### config.mk
export PLATFORM = sky130hd
export DESIGN_NAME = audio_i2s_tx
export DESIGN_NICKNAME = d
export VERILOG_FILES = /design/src/rtl/audio_pkg.sv /design/src/rtl/audio_mclk_gen.sv /design/src/rtl/audio_i2s_tx.sv
export SDC_FILE = /design/constraint.sdc
export NUM_CORES = 1
export LEC_CHECK = 0
export ABC_AREA = 1
export BUFFER_PORTS_ARGS = -buffer_cell sky130_fd_sc_hd__buf_4
export CAP_MARGIN = 20
export CORE_UTILIZATION = 65
export CTS_BUF_LIST = sky130_fd_sc_hd__clkbuf_4
export CTS_CLUSTER_DIAMETER = 80
export DETAILED_ROUTE_END_ITERATION = 8
export PLACE_DENSITY_LB_ADDON = 0.25
export SLEW_MARGIN = 20
export SYNTH_ARGS = -nofsm -noshare
export SYNTH_HDL_FRONTEND = slang
export SYNTH_SLANG_ARGS = --single-unit
### constraint.sdc
create_clock -name clk_74a -period 4.86 [get_ports clk_74a]
set_input_delay 0.243 -clock clk_74a [delete_from_list [all_inputs] [get_ports clk_74a]]
set_output_delay 0.243 -clock clk_74a [all_outputs]
set_load 0.005 [all_outputs]
### src/rtl/audio_pkg.sv
// audio_pkg: shared constants and types for the I2S transmitter.
//   SLOT_BITS / FRAME_BITS : SCLK periods per channel slot / per stereo frame.
//   DEFAULT_ACCUM_INC/MOD  : fractional MCLK divider defaults (74.25 MHz -> 12.288 MHz).
//   stereo_sample_t        : left/right pair.
package audio_pkg;

  localparam int unsigned SLOT_BITS         = 32;
  localparam int unsigned FRAME_BITS        = 64;
  localparam int unsigned BIT_CNT_W         = $clog2(FRAME_BITS);
  localparam int unsigned POS_W             = $clog2(SLOT_BITS);
  localparam int unsigned DEFAULT_ACCUM_INC = 245760;
  localparam int unsigned DEFAULT_ACCUM_MOD = 742500;
  localparam int unsigned SAMPLE_WIDTH_MAX  = 24;

  // A package type cannot follow a module parameter, so the pair is sized for
  // the widest legal sample; narrower samples sit right-aligned, upper bits zero.
  typedef struct packed {
    logic [SAMPLE_WIDTH_MAX-1:0] left;
    logic [SAMPLE_WIDTH_MAX-1:0] right;
  } stereo_sample_t;

endpackage

### src/rtl/audio_mclk_gen.sv
// audio_mclk_gen: fractional-accumulator MCLK generator plus MCLK/4 bit clock.
// Ports:
//   i_clk        - 74.25 MHz bridge clock
//   i_rst_n      - synchronous active-low reset
//   o_mclk       - master clock (toggles on every accumulator wrap)
//   o_sclk       - bit clock, MCLK/4
//   o_sclk_fall  - one-cycle strobe in the cycle the divider wraps 3->0
module audio_mclk_gen
  import audio_pkg::*;
#(
  parameter int unsigned ACCUM_INC = DEFAULT_ACCUM_INC,
  parameter int unsigned ACCUM_MOD = DEFAULT_ACCUM_MOD
) (
  input  logic i_clk,
  input  logic i_rst_n,
  output logic o_mclk,
  output logic o_sclk,
  output logic o_sclk_fall
);

  localparam int unsigned AW = $clog2(ACCUM_MOD + ACCUM_INC);
  localparam logic [AW-1:0] INC = AW'(ACCUM_INC);
  localparam logic [AW-1:0] MOD = AW'(ACCUM_MOD);

  logic [AW-1:0] r_accum;
  logic          r_mclk;
  logic [1:0]    r_div;

  logic [AW-1:0] w_sum;
  logic          w_wrap;
  logic          w_rise;

  always_comb begin
    w_sum  = r_accum + INC;
    w_wrap = (w_sum >= MOD);
    w_rise = w_wrap && !r_mclk;
  end

  always_ff @(posedge i_clk) begin
    if (!i_rst_n) begin
      r_accum <= '0;
      r_mclk  <= 1'b0;
      r_div   <= '0;
    end else begin
      r_accum <= w_wrap ? (w_sum - MOD) : w_sum;
      if (w_wrap) r_mclk <= ~r_mclk;
      if (w_rise) r_div <= r_div + 2'd1;
    end
  end

  assign o_mclk      = r_mclk;
  assign o_sclk      = r_div[1];
  // Combinational so the frame logic updates in the same edge as SCLK falls.
  assign o_sclk_fall = w_rise && (r_div == 2'b11);

endmodule

### src/rtl/audio_i2s_tx.sv
// audio_i2s_tx: I2S transmitter fed by a one-entry valid/ready sample buffer.
// Build option: define AUDIO_I2S_UNDERRUN_HOLD_EN to repeat the last pair on
// underrun; otherwise an underrun frame is silence.
// Ports:
//   clk_74a                  - 74.25 MHz clock
//   reset_n                  - synchronous active-low reset
//   sample_valid/ready       - stereo pair handshake (ready = buffer empty)
//   sample_left/right        - signed samples, SAMPLE_WIDTH bits
//   audio_mclk/sclk/lrck/dac - I2S pins (lrck 0 = left, MSB first, 1-bit delay)
//   frame_start              - pulse when a frame is loaded
//   underrun                 - saturating count of frames with no buffered pair
module audio_i2s_tx
  import audio_pkg::*;
#(
  parameter int unsigned SAMPLE_WIDTH = 16,
  parameter int unsigned ACCUM_INC    = DEFAULT_ACCUM_INC,
  parameter int unsigned ACCUM_MOD    = DEFAULT_ACCUM_MOD,
  parameter int unsigned UNDERRUN_W   = 16
) (
  input  logic                    clk_74a,
  input  logic                    reset_n,
  input  logic                    sample_valid,
  output logic                    sample_ready,
  input  logic [SAMPLE_WIDTH-1:0] sample_left,
  input  logic [SAMPLE_WIDTH-1:0] sample_right,
  output logic                    audio_mclk,
  output logic                    audio_sclk,
  output logic                    audio_lrck,
  output logic                    audio_dac,
  output logic                    frame_start,
  output logic [UNDERRUN_W-1:0]   underrun
);

  logic w_sclk_fall;

  audio_mclk_gen #(
    .ACCUM_INC(ACCUM_INC),
    .ACCUM_MOD(ACCUM_MOD)
  ) u_mclk_gen (
    .i_clk      (clk_74a),
    .i_rst_n    (reset_n),
    .o_mclk     (audio_mclk),
    .o_sclk     (audio_sclk),
    .o_sclk_fall(w_sclk_fall)
  );

  logic [BIT_CNT_W-1:0]  r_bit_cnt;
  logic                  r_lrck;
  logic                  r_dac;
  logic                  r_full;
  logic                  r_frame_start;
  logic [UNDERRUN_W-1:0] r_underrun;
  stereo_sample_t        r_buf;
  stereo_sample_t        r_shift;

  logic [BIT_CNT_W-1:0]        w_bit_next;
  logic [POS_W-1:0]            w_pos;
  logic [POS_W-1:0]            w_idx;
  logic [SAMPLE_WIDTH_MAX-1:0] w_word;
  logic                        w_bit;
  logic                        w_load;
  logic                        w_accept;

  always_comb begin
    w_bit_next = r_bit_cnt + BIT_CNT_W'(1);
    w_pos      = w_bit_next[POS_W-1:0];
    w_idx      = POS_W'(SAMPLE_WIDTH) - w_pos;
    w_word     = w_bit_next[BIT_CNT_W-1] ? r_shift.right : r_shift.left;
    w_load     = w_sclk_fall && (w_bit_next == '0);
    w_accept   = sample_valid && !r_full;
    // Position 0 is the I2S delay bit; positions past the sample pad with 0.
    // The load cycle is always position 0, so the stale shift content is never used.
    w_bit      = 1'b0;
    if ((w_pos != '0) && (32'(w_pos) <= SAMPLE_WIDTH)) w_bit = w_word[w_idx];
  end

  always_ff @(posedge clk_74a) begin
    if (!reset_n) begin
      r_bit_cnt     <= '1;
      r_lrck        <= 1'b0;
      r_dac         <= 1'b0;
      r_full        <= 1'b0;
      r_frame_start <= 1'b0;
      r_underrun    <= '0;
      r_buf         <= '0;
      r_shift       <= '0;
    end else begin
      r_frame_start <= w_load;
      if (w_sclk_fall) begin
        r_bit_cnt <= w_bit_next;
        r_lrck    <= w_bit_next[BIT_CNT_W-1];
        r_dac     <= w_bit;
      end
      if (w_load) begin
        if (r_full) begin
          r_shift <= r_buf;
        end else begin
          if (r_underrun != '1) r_underrun <= r_underrun + UNDERRUN_W'(1);
`ifndef AUDIO_I2S_UNDERRUN_HOLD_EN
          r_shift <= '0;
`endif
        end
      end
      // A load only clears a full buffer, and ready is low then, so an accept
      // and a clear never compete.
      if (w_accept) begin
        r_full      <= 1'b1;
        r_buf.left  <= SAMPLE_WIDTH_MAX'(sample_left);
        r_buf.right <= SAMPLE_WIDTH_MAX'(sample_right);
      end else if (w_load) begin
        r_full <= 1'b0;
      end
    end
  end

  assign sample_ready = !r_full;
  assign audio_lrck   = r_lrck;
  assign audio_dac    = r_dac;
  assign frame_start  = r_frame_start;
  assign underrun     = r_underrun;

endmodule
Word level (Yosys, flattened, before mapping)
Cells that the tools add are included.
{"block": "totals", "reg_bits": 129, "output_inout_bits": 22}
{"block": "classes", "add_sub_neg": 6, "n_reduce_logical": 11, "mux": 8, "order_cmp": 3, "bitwise": 2, "n_eq_ne": 2}
{"cell": "40-bit 2-to-1 mux", "count": 1}
{"cell": "24-bit 2-to-1 mux", "count": 1}
{"cell": "20-bit by 18-bit adder with 20-bit output, second input constant", "count": 1}
{"cell": "20-bit greater-or-equal comparator, second input constant", "count": 1}
{"cell": "20-bit 2-to-1 mux", "count": 1}
{"cell": "20-bit subtractor, second input constant", "count": 1}
{"cell": "16-bit by 1-bit adder with 16-bit output, second input constant", "count": 1}
{"cell": "16-bit != test, second input constant", "count": 1}
{"cell": "6-bit by 1-bit adder with 6-bit output, second input constant", "count": 1}
{"cell": "6-bit logical NOT", "count": 1}
{"cell": "5-bit by 6-bit less-than comparator with 1-bit output, second input constant", "count": 1}
{"cell": "1-bit binary-select mux with 5-bit select", "count": 1}
{"cell": "5-bit <= comparator, second input constant", "count": 1}
{"cell": "1-bit logical AND", "count": 5}
{"cell": "5-bit nonzero test", "count": 1}
{"cell": "5-bit subtractor, first input constant", "count": 1}
{"cell": "1-bit 2-to-1 mux", "count": 4}
{"cell": "3-bit AND reduction", "count": 1}
{"cell": "2-bit by 1-bit adder with 2-bit output, second input constant", "count": 1}
{"cell": "2-bit == test, second input constant", "count": 1}
{"cell": "1-bit logical NOT", "count": 2}
{"cell": "1-bit NOT", "count": 2}
{"cell": "2-bit nonzero test", "count": 1}

Longest topological paths before layout
Gate-level depths: netlist of the first run.
{"block": "logic_depth", "ltp_word": 7, "mapped_depth": 16}

By module
A second synthesis of the first run with hierarchy kept.
{"block": "hier_totals", "cells_unflattened": 786, "area_unflattened_um2": 5358.9}
{"mod": "audio_i2s_tx", "area_per_inst_um2": 3928.8, "cells_per_inst": 551, "instances": 1}
{"mod": "audio_mclk_gen", "area_per_inst_um2": 1430.1, "cells_per_inst": 235, "instances": 1}

Least setup slack after synthesis of the first run
OpenSTA, ideal clock, no wires.
{"block": "synth_timing", "kind": "reg-to-reg", "from": "register u_mclk_gen.r_accum[14]", "to": "register r_shift[0] (netlist name)", "setup_ps": 117, "path_stages_with_launch": 16, "arrival_time_ps": 1776, "t_required_ps": 4743, "slack_ps": 2967, "path_cell_list": "dfxtp_1 -> inv_1 -> ha_1 -> inv_1 -> nand2_1 -> nand2_1 -> nand3_1 -> nor2_1 -> nand2_1 -> nand3_1 -> nand4_4 -> nor2_8 -> inv_2 -> buf_2 -> nand3_1 -> o21ai_1"}
{"block": "synth_between", "elab_chain_cells": 5}
{"item": "start, declared", "line": "audio_mclk_gen.sv:25", "rtl": "logic [AW-1:0] r_accum;"}
{"item": "start signal, assigned", "line": "audio_mclk_gen.sv:45", "rtl": "r_accum <= w_wrap ? (w_sum - MOD) : w_sum;"}
{"item": "20-bit by 18-bit adder with 20-bit output", "line": "audio_mclk_gen.sv:34", "rtl": "w_sum = r_accum + INC;"}
{"item": "20-bit greater-or-equal comparator", "line": "audio_mclk_gen.sv:35", "rtl": "w_wrap = (w_sum >= MOD);"}
{"item": "1-bit logical AND", "line": "audio_mclk_gen.sv:36", "rtl": "w_rise = w_wrap && !r_mclk;"}
{"item": "1-bit logical AND", "line": "audio_mclk_gen.sv:54", "rtl": "assign o_sclk_fall = w_rise && (r_div == 2'b11);"}
{"item": "1-bit logical AND", "line": "audio_i2s_tx.sv:69", "rtl": "w_load = w_sclk_fall && (w_bit_next == '0);"}
{"item": "end signal, assigned", "line": "audio_i2s_tx.sv:96", "rtl": "r_shift <= r_buf;"}
{"item": "end, declared", "line": "audio_i2s_tx.sv:54", "rtl": "stereo_sample_t r_shift;"}
Every way passes these cells.
A chain may end at the register's enable or synchronous reset.

Worst setup path after layout of the first run
{"block": "layout_timing", "from": "register r_bit_cnt[0]", "to": "register r_shift[5] (netlist name)"}
{"block": "layout_between", "elab_chain_cells": 3}
{"item": "start, declared", "line": "audio_i2s_tx.sv:47", "rtl": "logic [BIT_CNT_W-1:0] r_bit_cnt;"}
{"item": "start signal, assigned", "line": "audio_i2s_tx.sv:90", "rtl": "r_bit_cnt <= w_bit_next;"}
{"item": "6-bit by 1-bit adder with 6-bit output", "line": "audio_i2s_tx.sv:65", "rtl": "w_bit_next = r_bit_cnt + BIT_CNT_W'(1);"}
{"item": "6-bit logical NOT", "line": "audio_i2s_tx.sv:69"}
{"item": "1-bit logical AND", "line": "audio_i2s_tx.sv:69"}
Every way passes these cells.

==> results.md, run 1 <==
* Mapped cell area at 0.00521 mm²
* H-Tree Depth at 3
* Synthesized Nets at 801
* Dpl cells at 881
* Commonest non-fill, non-tap cell in the layout: nand2_1
* Nets at 841
* #FFs+latches synth at 111
* Worst Path Required at 5.25 ns
* Layout cell share with drive strength beyond 1 at 12.3%
* Die Y at 91.6 µm
* DRT Wirelength at 11300 µm
* Most used cells in the layout excluding fill and tap cells: 168 x nand2_1, 128 x nor2_1, 111 x dfxtp_1, 77 x nand3_1, 62 x inv_1
* Post-route setup TNS at 0 ns
* RSZ-0062 raised after global routing: no
* Largest net degree at the start of global routing at 103
* FF-to-FF setup slack at 2.07 ns
* TritonCTS Buffers at 9
* Initial core utilization at 67.5%
* Clock transition at path regs at 0.19 ns
* Die area at 0.00838 mm²
* First-pass GRT wire length at 19100 µm
* EDFF count, synth at 0
* Hold Violations, Final at 0
* Die width at 91.6 µm
* VDD IR max at 0.175 mV
* Vias in the first global route at 4433
* Outcome: complete, no violations
* WP data arrival at 3.18 ns
* DRT iter0 DRCs at 297
* Core Box Area at 0.00773 mm²
* Vias per cell at 5.40
* Met2 wire length at 5350 µm
* Post-route met1 wirelength at 5270 µm
* FMAX at 358 MHz
* Antenna diodes at 0
* Clk root buf: clkbuf_4
* WL per Instance at 12.5 µm
* DRC errors left at 0
* Post-CTS sizing at 0
* Final period util at 57.4%
* Maximum Capacitance Violations at 0
* Yosys warning count at 0
* Vias at 4893
* DR pass1 iterations at 6
* TritonCTS clock tree: built
* Top Layer Used: met4
* Row count at 32
* I/O pins at 57
* Post-synth ARST share at 0%
* Clock Sinks at 111
* Synth Instances at 759
* Metal3 WL at 516 µm
* Final setup viols at 0
* Main flop type after synthesis: dfxtp_1
* HPWL after DPL at 7760 µm
* Syn Area/Cell at 6.87 µm²
* GRT Util Overall at 27.8%
* CTS max path bufs at 2
* Placer Congestion at 0.937
* Endpoint type of the worst setup path: register
* Setup bufs post-CTS at 0
* Grt ovf at 0
* CP Class: reg -> reg
* Min Tclk post-route at 2.79 ns
* Worst-skew pair later-pin latency at 0.48 ns
* Hold-fix buffers at CTS at 2
* Port bufs at 56
* Number of routed nets with antenna violations at 0
* Cell area power density at 360 mW/mm²
* Layout Cells excl Fill at 906
* Share of the yosys chip area belonging to registers at 42.6%
* Initial antenna violation count at 0
* Least-Margin Pin Slew at 0.935 ns
* Final Slew Violations at 0
* Crit start category: register
* CP Max Fanout at 33
* Cell variety after synth at 38
* Hold Crit Class: in -> reg
* Area delta synth->final at 11.5%
* Slew headroom at 37.6%
* Static Leak at 2.47 nW
* Skew final at 0.0211 ns
==> cell families (layout without fill, tap and decap cells) <==
family / Yosys count / count (layout) / share of synthesized area (%)
xor+xnor: 5 / 5 / 1.13
simple gates: 415 / 415 / 34.6
fa+ha+maj: 7 / 7 / 1.68
compound gates: 112 / 112 / 11.2
buf+inv: 109 / 154 / 8.81
flops: 111 / 111 / 42.6
==> Yosys cell counts (2+ instances only) <==
master | count | area [µm²]
nand2_1 | 168 | 631
xor2_2 | 2 | 32.5
o211ai_1 | 5 | 37.5
nand4_1 | 9 | 56.3
buf_4 | 2 | 15.0
a21oi_1 | 18 | 90.1
nand3_2 | 5 | 50.1
nand3_1 | 77 | 385
o21ai_0 | 55 | 275
inv_2 | 6 | 22.5
buf_6 | 2 | 22.5
inv_1 | 62 | 233
xor2_1 | 3 | 26.3
nor3_1 | 15 | 75.1
dfxtp_1 | 111 | 2220
buf_1 | 2 | 7.51
clkinv_1 | 2 | 7.51
nand2_2 | 3 | 18.8
ha_1 | 7 | 87.6
nor2_1 | 128 | 480
o21ai_1 | 31 | 155
clkbuf_1 | 20 | 75.1
buf_2 | 11 | 55.1
==> cell type report <==
| cell class | count | area [µm²] |
|---|---|---|
| clock buffer | 9 | 67.6 |
| inverter | 71 | 269 |
| multi-input combinational | 539 | 2530 |
| sequential | 111 | 2220 |
| fill | 615 | 1920 |
| clock inverter | 7 | 68.8 |
| tap | 102 | 128 |
| timing repair buffer | 67 | 526 |
==> worst max-delay path, cell delays in order (launching register included) <==
cell and delay (ns):
dfxtp_1 0.57, ha_1 0.32, nand3_2 0.11, xor2_2 0.19, nand4_1 0.16, or2_4 0.30, nor2_8 0.32, nand2_2 0.43
o21ai_1 0.30
==> stage by stage <==
step	setup WS [ns]	total power, mW	util [%]	hold slack [ns]	instance area (µm²)
6_report	2.07	2.09	75.2	0.00571	5810
3_5_place_dp	2.18	1.65	72.3	0.450	5590
4_1_cts	2.11	2.09	74.3	0.000591	5740
3_3_place_gp	2.29	1.61	72.3	0.439	5590
2_1_floorplan	2.97	1.51	-	0.409	5210
5_1_grt	1.82	2.25	75.2	0.00119	5810
==> final timing paths <==
path                                       startpoint                     to  depth (start not counted)
worst max-delay path                     r_bit_cnt[0]             r_shift[5]                          8
worst min register to register  u_mclk_gen.r_accum[6]  u_mclk_gen.r_accum[6]                          2
worst max register to register           r_bit_cnt[0]             r_shift[5]                          8
worst min-delay path                 sample_right[11]              r_buf[11]                          3
==> state kept, by name (all words and copies together), names as in the netlist <==
register and cells:
r_shift 32, frame_start 1, u_mclk_gen.r_div 2, r_bit_cnt 6, r_buf 32, r_full 1, u_mclk_gen.r_accum 18, u_mclk_gen.o_mclk 1
underrun 16, audio_lrck 1, audio_dac 1
==> power breakdown <==
part	leakage, nW	total (mW)	switching (mW)	internal, mW
Clock	0.0769	0.457	0.335	0.122
Combinational	1.49	0.573	0.381	0.192
Sequential	0.905	1.06	0.0641	1.00
Total	2.47	2.09	0.780	1.32
==> per-layer routing <==
metal	up-vias	track usage, %
met5	-	0
li1	2527	-
met1	2213	35.5
met4	0	8.86
met3	16	6.03
met2	137	46.8
Power figures use the tool's default switching activity.
==> run 2, diff against run 1 <==
- ABC_AREA: 1 -> 0
- CORE_UTILIZATION: 65 -> 55
- clock period: 4.86 -> 2.4 ns (I/O delays scaled with it)
==> run 2 against run 1 <==
Critical path depth up 2. Highest routed layer unchanged. Setup slack got worse by 2.0 ns. Largest power group unchanged. Count of clock-buffer cells in the layout did not move. Die area grew 17%. First-iteration DRC count decreased by 41%. Largest cell class unchanged. Clock power grew 100%.
==> results.md, run 2 <==
* Worst-case hold slack at 0.143 ns (+0.137 ns)
* Static Leak at 2.45 nW (-0.85%)
* Length in cells of the worst reg-to-reg path at 10 (+2)
* Post-synthesis mux area share at 2.20% (+2.2 points)
* DRC errors left at 0 (unchanged)
* Power, Total at 4.59 mW (+120%)
* Nets at 788 (-6.3%)
* Die area at 0.00981 mm² (+17%)
* FMAX at 422 MHz (+18%)
* Crit start category: register
* DRT Wirelength at 12400 µm (+10%)
* #FFs+latches synth at 111 (unchanged)
* Dpl cells at 810 (-8.1%)
* Row count at 35 (+9.4%)
* DR pass1 iterations at 5 (-1)
* RSZ-0062 raised after global routing: yes
* Layout fillers at 744 (+21%)
* Largest family of logic cells by synthesized area: simple AND/OR/NAND/NOR gates
* Worst-skew pair later-pin latency at 0.47 ns (about the same)
* Final setup viols at 0 (unchanged)
* Final core occ at 70.3% (-4.9 points)
* Yosys warning count at 0 (unchanged)
* Hold Path Depth at 4 (+1)
* DRT iter0 DRCs at 174 (-41%)
* Cell area power density at 710 mW/mm² (+97%)
* Critical path cell sequence: inv_2, ha_4, nor3b_4, xnor2_2, or2_4, o211ai_4, or3_4, buf_4, or3_1, a21oi_1
* Finished Cell Area at 0.00647 mm² (+11%)
* Core Box Area at 0.00920 mm² (+19%)
* Initial antenna violation count at 0 (unchanged)
* CTS max path bufs at 2 (unchanged)
* Cell variety after synth at 60 (+58%)
* Yosys top cell area share at 42.9% (+0.29 points)
* Clock transition at path regs at 0.20 ns (about the same)
* Biggest regs: r_buf: 32 flops, r_shift: 32 flops, u_mclk_gen.r_accum: 18 flops
* Layout cell share with drive strength beyond 1 at 19.2% (+6.9 points)
* TritonCTS clock tree: built
* Final WS setup at 0.0290 ns (-2.04 ns)
* HPWL after DPL at 8240 µm (+6.2%)
* Placed Area at 0.00584 mm² (+4.5%)
* H-Tree Depth at 3 (unchanged)
* Vias per cell at 5.62 (+4.0%)
* Share of the yosys chip area belonging to registers at 42.9% (+0.29 points)
* WL per Instance at 14.4 µm (+16%)
* I/O pins at 57 (unchanged)
* Skew final at 0.0349 ns (+0.0138 ns)
* Final Slew Violations at 0 (unchanged)
* Top cells by area, synth: dfxtp_1 43%, nand2_1 9.1%, a21oi_1 8.4%
* Initial core utilization at 56.3% (-11 points)
* Maximum Capacitance Violations at 0 (unchanged)
* Endpoint type of the worst setup path: register
* Main flop type after synthesis: dfxtp_1
* Slowest stage delay, CP at 0.41 ns (-0.16 ns)
* Outcome: complete, no violations
* CP Max Fanout at 4 (-88%)
* Post-synthesis simple-gate area fraction at 26.3% (-8.3 points)
* EDFF count, synth at 0 (unchanged)
* Compound-Gate Fraction of Synth Area at 17.3% (+6.1 points)
* Most used cells in the layout excluding fill and tap cells: 126 x nand2_1, 104 x dfxtp_1, 86 x a21oi_1, 86 x buf_4, 53 x nor2_1
* Dpl ws at -0.0670 ns (-2.24 ns)
* CP Class: reg -> reg
* Mapped cell area at 0.00518 mm² (-0.67%)
* TritonCTS Buffers at 9 (unchanged)
* Crit path max-delay cell type: or3_4
* VDD IR max at 0.419 mV (+140%)
* Vias in the first global route at 4583 (+3.4%)
* Slew headroom at 62.5% (+25 points)
* Vias at 4841 (-1.1%)
* Synth area leader: dfxtp_1
* Clk root buf: clkbuf_4
* Synth cell count leaders: 126 x nand2_1, 111 x dfxtp_1, 87 x a21oi_1, 53 x nor2_1, 38 x nand3_1
* Post-route setup TNS at 0 ns (unchanged)
* Largest net degree at the start of global routing at 75 (-27%)
* Placer Congestion at 0.916 (-2.2%)
* Grt ovf at 0 (unchanged)
* Post-synth ARST share at 0% (unchanged)
* Most frequent cell after synthesis: nand2_1
* Syn Area/Cell at 7.92 µm² (+15%)
* Layout Cells excl Fill at 862 (-4.9%)
* Antenna diodes at 0 (unchanged)
* WP data arrival at 2.78 ns (-0.40 ns)
* Synthesized Nets at 696 (-13%)
* Commonest non-fill, non-tap cell in the layout: nand2_1
* Die width at 99.0 µm (+8.2%)
* GRT Util Overall at 26.1% (-1.7 points)
* Die Y at 99.0 µm (+8.2%)
* Worst Path Required at 2.81 ns (-2.44 ns)
* Synth Area in XOR/XNOR at 4.91% (+3.8 points)
* Min Tclk post-route at 2.37 ns (-0.420 ns)
* Synth Instances at 654 (-14%)
* Port bufs at 56 (unchanged)
* Least-Margin Pin Slew at 0.562 ns (-0.373 ns)
* Hold Crit Class: in -> reg
* Area delta synth->final at 24.9%
* Post-Synth Adder-Cell Area at 1.69% (+0.011 points)
* Clock Sinks at 111 (unchanged)
* Final period util at 98.8% (+41 points)
* Number of routed nets with antenna violations at 0 (unchanged)
* Hold Violations, Final at 0 (unchanged)
* First-pass GRT wire length at 20700 µm (+8.8%)
==> run 2: cell types whose count changed after synthesis, moves of 8 or more <==
cell / previous run / this run
clkbuf_1: 20 / 30
o21ai_0: 55 / 22
nand2_1: 168 / 126
inv_1: 62 / 14
nor2b_1: 0 / 8
xnor2_1: 0 / 22
mux2i_1: 0 / 8
nand3_1: 77 / 38
a21oi_1: 18 / 87
o21ai_1: 31 / 4
nor2_1: 128 / 53
==> run 2: layout make-up <==
| cell class | count | area [µm²] | area share, % |
|---|---|---|---|
| clock buffers | 9 | 67.6 | 1.04 |
| repair buffers | 124 | 1060 | 16.4 |
| inverters | 14 | 52.6 | 0.813 |
| flip-flops and latches | 111 | 2230 | 34.5 |
| multi-input cells | 486 | 2840 | 43.9 |
| clock inverters | 7 | 77.6 | 1.20 |
| well taps | 111 | 139 | 2.15 |
==> run 2: final timing paths <==
path | startpoint | end | slack (ns)
worst max register to register | u_mclk_gen.r_accum[14] | underrun[8] | 0.03
worst min-delay path | sample_valid | r_buf[2] | 0.14
worst min register to register | r_shift[7] | r_shift[7] | 0.46
worst max-delay path | u_mclk_gen.r_accum[14] | underrun[8] | 0.03
==> run 2: cells by family (layout without fill, tap and decap cells) <==
family          Yosys count  after routing
compound gates          152            152
mux                      11             11
fa+ha+maj                 7              7
buf+inv                  57            154
simple gates            287            287
xor+xnor                 29             29
flops                   111            111
==> run 2: routing by layer <==
metal	up-vias	routed length [µm]	global-route usage (%)	share of wire (%)
li1	2449	-	-	-
met1	2268	5580	33.0	45
met2	104	6190	45.2	50
met3	20	477	4.75	3.8
met4	0	189	8.04	1.5
met5	-	0	0	0
==> run 2: repair_timing <==
| action | CTS | global route |
|---|---|---|
| pin swaps | 2 | 9 |
| setup buffers | 0 | 3 |
| setup endpoints to repair | 22 | 51 |
| hold buffers | 33 | 0 |
| endpoints found under the hold margin | 42 | 0 |
| gates resized for setup | 8 | 25 |
==> run 2: worst max-delay path, delay by kind of cell (launching register included) <==
| family | cells | cell delay, ns |
|---|---|---|
| adder cells (fa/ha/maj) | 1 | 0.16 |
| XOR/XNOR | 1 | 0.15 |
| flip-flops | 1 | 0.38 |
| AO/OA/AOI/OAI | 2 | 0.22 |
| buffers and inverters | 2 | 0.24 |
| AND/OR/NAND/NOR | 4 | 1.14 |
==> run 2: power by group <==
part / internal (mW) / switching (mW) / total, mW
clock network: 0.245 / 0.679 / 0.925
logic: 0.726 / 0.722 / 1.45
registers: 2.01 / 0.208 / 2.22
